--- src/rtl/riscv_pkg.sv ---
// Shared constants and types for the instruction fetch stage.
package riscv_pkg;

    localparam int          XLEN        = 32;
    localparam logic [31:0] NOP         = 32'h0000_0013;
    localparam int          INSTR_BYTES = 4;

    typedef enum logic [2:0] {
        IDLE,
        FETCH,
        VALID,
        DRAIN,
        FAULT
    } fetch_state_t;

endpackage

--- src/rtl/fetch_unit.sv ---
// Instruction fetch stage: owns the PC, fetches over a req/ack handshake,
// hands instructions downstream over valid/ready, and follows redirects.
module fetch_unit #(
    parameter int                XLEN         = riscv_pkg::XLEN,
    parameter logic [XLEN-1:0]   RESET_VECTOR = '0
) (
    input  logic            clk,
    input  logic            rst_n,
    output logic            mem_req,
    output logic [XLEN-1:0] mem_addr,
    input  logic            mem_ack,
    input  logic [XLEN-1:0] mem_rdata,
    output logic [XLEN-1:0] instruction,
    output logic [XLEN-1:0] program_counter,
    output logic            instr_valid,
    input  logic            instr_ready,
    input  logic            load_new_program_counter,
    input  logic [XLEN-1:0] new_program_counter,
    output logic            fetch_fault
);

    import riscv_pkg::*;

    fetch_state_t    state, state_next;
    logic [XLEN-1:0] pc, pc_next;
    logic [XLEN-1:0] drain_addr, drain_addr_next;
    logic            fault_pending, fault_pending_next;
    logic [XLEN-1:0] instruction_next;
    logic            redir;
    logic            misaligned;

    assign redir      = load_new_program_counter;
    assign misaligned = (new_program_counter[1:0] != 2'b00);

    // Outputs are decoded from state only; no input reaches an output combinationally.
    always_comb begin
        mem_req         = (state == FETCH) || (state == DRAIN);
        mem_addr        = (state == DRAIN) ? drain_addr : pc;
        // Outside VALID this is the address being fetched; in DRAIN that is
        // the old address still on the bus, not the redirect target.
        program_counter = mem_addr;
        instr_valid     = (state == VALID);
        fetch_fault     = (state == FAULT);
    end

    // Next-state, next-pc and capture logic; a redirect always wins.
    always_comb begin
        // NOTE: every signal gets a default first so no path leaves it unassigned (no latches).
        state_next         = state;
        pc_next            = pc;
        drain_addr_next    = drain_addr;
        fault_pending_next = fault_pending;
        instruction_next   = instruction;

        unique case (state)
            IDLE: begin
                state_next = FETCH;
                if (redir) begin
                    pc_next    = new_program_counter;
                    state_next = misaligned ? FAULT : FETCH;
                end
            end
            FETCH: begin
                if (redir && mem_ack) begin
                    pc_next    = new_program_counter;
                    state_next = misaligned ? FAULT : FETCH;
                end else if (redir) begin
                    // Request is still outstanding: let it finish at the old address.
                    drain_addr_next    = pc;
                    pc_next            = new_program_counter;
                    fault_pending_next = misaligned;
                    state_next         = DRAIN;
                end else if (mem_ack) begin
                    instruction_next = mem_rdata;
                    state_next       = VALID;
                end
            end
            DRAIN: begin
                if (redir) begin
                    pc_next            = new_program_counter;
                    fault_pending_next = misaligned;
                end
                if (mem_ack) begin
                    state_next = fault_pending_next ? FAULT : FETCH;
                end
            end
            VALID: begin
                if (redir) begin
                    pc_next    = new_program_counter;
                    state_next = misaligned ? FAULT : FETCH;
                end else if (instr_ready) begin
                    pc_next    = pc + XLEN'(INSTR_BYTES);
                    state_next = FETCH;
                end
            end
            FAULT: begin
                if (redir) begin
                    pc_next    = new_program_counter;
                    state_next = misaligned ? FAULT : FETCH;
                end
            end
            default: state_next = IDLE;
        endcase
    end

    // State and datapath registers with asynchronous reset.
    always_ff @(posedge clk or negedge rst_n) begin
        if (!rst_n) begin
            state         <= IDLE;
            pc            <= RESET_VECTOR;
            drain_addr    <= '0;
            fault_pending <= 1'b0;
            instruction   <= XLEN'(NOP);
        end else begin
            // NOTE: sequential state uses non-blocking assignment so all registers update together.
            state         <= state_next;
            pc            <= pc_next;
            drain_addr    <= drain_addr_next;
            fault_pending <= fault_pending_next;
            instruction   <= instruction_next;
        end
    end

endmodule

--- config.mk ---
export PLATFORM = sky130hd
export DESIGN_NAME = fetch_unit
export DESIGN_NICKNAME = d
export VERILOG_FILES = /design/src/rtl/riscv_pkg.sv /design/src/rtl/fetch_unit.sv
export SDC_FILE = /design/constraint.sdc
export NUM_CORES = 1
export LEC_CHECK = 0
export CAP_MARGIN = 20
export CORE_ASPECT_RATIO = 0.75
export CORE_MARGIN = 2
export CORE_UTILIZATION = 47
export CTS_CLUSTER_DIAMETER = 30
export CTS_CLUSTER_SIZE = 20
export DETAILED_ROUTE_END_ITERATION = 6
export PLACE_DENSITY = 0.75
export SLEW_MARGIN = 20
export SYNTH_ARGS = -nofsm -noshare
export SYNTH_HDL_FRONTEND = slang
export SYNTH_SLANG_ARGS = --single-unit
--- constraint.sdc ---
create_clock -name clk -period 5.9 [get_ports clk]
set_clock_uncertainty 0.15 [all_clocks]
set_input_delay 1.18 -clock clk [delete_from_list [all_inputs] [get_ports clk]]
set_output_delay 1.18 -clock clk [all_outputs]
set_load 0.05 [all_outputs]
==> metrics.cfg <==
[outcome]
status=finished clean

[synth]
synthCells=628
yosysWarnings=0
ys_types=59
avgSynthCellArea_um2=9.18
synth-seq-cells=100
synth_flop_cell=dfrtp_1
syn-num-nets=698
synth_seq_area_share_pct=43.4
netlist_area_um2=5770
synth-edff-count=0
ys_async_sr_fraction_pct=100

[critical_path]
worst-path-max-fanout=26
rr_worst_depth=6
critPathTopFamily=buffers and inverters
critPathBufInv=3
worstSetupPathType=reg2out
critPathCaptureType=output port
cpMaxStageDelayCell=clkdlybuf4s50_1
required_ns=4.57
start_kind=flop
cp.depth=6
max_stage_delay_ns=0.84
crit_chain=inv_1, nor2_2, buf_4, nand2_1, o21ai_0, clkdlybuf4s50_1
crit_arrival_ns=3.37

[power]
power_mw=5.04
vdd_drop_max_mv=0.461
leakage_nw=3.12
power.density_nw_per_um2=664

[detailed_routing]
firstDrtPassIters=7
wl_per_cell_um=17.4
via_per_inst=5.70
drc=0
vias=5199
drt_wl_total_mm=15.9
drtAntennaViolNets=0
drt-initial-drc-count=485

[cts]
cts_tree=built
cts_resized=0
clock_latency_ns=0.35
cts_max_path_buffers=2
postCtsSetupRepairBufs=0
cts_made_buffers=9
cts-root-buf=clkbuf_16
holdBufCountCts=0
htree_levels=3
clk_pin_slew_ns=0.07
clock_sinks=100

[placement]
placed_cells=896
place_ws_ns=1.58
hpwl_mm=11.5
port_buffers=167
placed_cell_area_um2=7290
gp_congestion=0.926

[sta]
period_share_pct=79.7
tightest_slew_ns=0.968
slew_headroom_pct=34.8
finalHoldViolCount=0
rsz0062_at_grt=no
setup_viol=0
fmax_mhz=213
setup_tns_ns=0
setup_ws_ns=1.20
drv_slew=0
whs_ns=0.339
min_period_ns=4.70

[cells_and_area]
n_antenna_cell=0
fin_nets=811
instances_no_fill=912
syn_to_final_growth_pct=31.6
fill_cells=1029
stdcell_area_um2=7590
drive_gt1_share_pct=14.3
final_core_util_pct=62.6

[floorplanning]
io_pins=168
die-area_um2=13200
rows=35
fp.dieH_um=99.9
initial_core_util_pct=47.6
die-width_um=132
core-area_um2=12100

[grt]
grt_antenna_before_repair=0
grt_usage_pct=24.4
grt_pass1_wl_mm=25.7
grt-ovfl-total=0
grt_pass1_vias=4933
grt_start_max_net_pins=54

[job]
max_cap_viol_count=0

[hold_path]
whs_path_depth=2
worstHoldPathType=reg2reg

-- cell usage in the layout, fill, tap and decap left out, types with 4 or more instances in the layout --
cell,Yosys,routed
nand3_1,15,15
o22ai_1,16,16
o21a_1,4,4
nor2_1,32,31
nand2b_1,6,6
a31oi_1,4,4
nand2_1,130,129
o21ai_0,29,29
buf_4,32,10
nor2b_1,4,4
o22a_1,4,4
nor3_1,16,16
mux2_2,64,64
dfrtp_1,97,97
nand4_1,8,8
a21o_1,4,4
nor4_1,5,5
or3_1,5,5
and3_1,9,9
clkdlybuf4s50_1,0,166
o311ai_0,4,4
clkbuf_16,0,9
a21oi_1,30,30
nand3b_1,4,4
a211oi_1,5,5
inv_1,8,8
or2_2,4,4
-- power breakdown --
| group | internal (mW) | leakage, nW | switching [mW] |
|---|---|---|---|
| Sequential | 1.02 | 1.18 | 0.370 |
| Clock | 0.333 | 0.144 | 0.266 |
| Combinational | 1.08 | 1.80 | 1.97 |
-- final cells by class --
cell class                      count  area (µm²)  area share, %
Tap cell                          166         208           2.74
Clock inverter                      6        68.8          0.907
Clock buffer                       10         229           3.02
Inverter                            8        30.0          0.396
Multi-Input combinational cell    446        2810           37.1
Timing Repair Buffer              176        1740           22.9
Sequential cell                   100        2510           33.0
-- synthesized netlist by cell type, drive strengths merged, types with 3 or more instances --
master | instances | share of area, %
o31ai | 4 | 0.76
dfstp | 3 | 1.4
nand3 | 15 | 1.3
nand3b | 4 | 0.52
inv | 8 | 0.52
or2 | 4 | 0.43
nand2 | 130 | 8.5
a31oi | 4 | 0.43
mux2 | 64 | 12
mux2i | 3 | 0.52
nand4 | 10 | 1.6
nand2b | 6 | 0.65
nor2b | 4 | 0.43
o22ai | 16 | 1.7
o311ai | 5 | 0.76
a211oi | 5 | 0.65
a21oi | 31 | 2.8
nor3 | 16 | 1.4
nor4 | 8 | 1.5
o2bb2ai | 3 | 0.46
nor2 | 32 | 2.1
a21o | 4 | 0.52
or3 | 5 | 0.54
dfrtp | 97 | 42
buf | 52 | 5.9
and3 | 9 | 0.98
o21a | 4 | 0.52
o21ai | 31 | 2.7
clkbuf | 22 | 1.4
o22a | 4 | 0.61
-- cells by family (layout without fill, tap and decap cells) --
kind of cell | Yosys count | count (layout) | synth area share, %
compound gates | 125 | 125 | 14.1
xor+xnor | 3 | 3 | 0.456
fa+ha+maj | 1 | 1 | 0.217
buf+inv | 82 | 200 | 7.87
flops | 100 | 100 | 43.4
mux | 67 | 67 | 13.0
simple gates | 250 | 250 | 20.9
-- worst paths after layout --
path,startpoint,slack [ns],to
worst max-delay path,state[0],1.20,mem_addr[14]
min in group asynchronous,rst_n,0.72,drain_addr[13]
max in group asynchronous,rst_n,3.80,instruction[6]
worst min-delay path,fault_pending,0.34,fault_pending
worst max register to register,state[1],2.86,flop
worst min register to register,fault_pending,0.34,fault_pending
-- worst register-to-register path, delay by kind of cell (launching register included) --
kind,cells,cell delay [ns]
AO/OA/AOI/OAI,3,0.38
buffers and inverters,1,0.45
flip-flops,1,0.77
AND/OR/NAND/NOR,2,1.14
-- routing by layer --
metal	vias up	part of all wire, %	GRT usage, %
li1	2420	-	-
met1	2489	43	32.8
met2	277	45	38.7
met3	13	11	7.42
met4	0	0.83	6.19
met5	-	0	0
No activity file was read; power rests on OpenSTA's default activity.
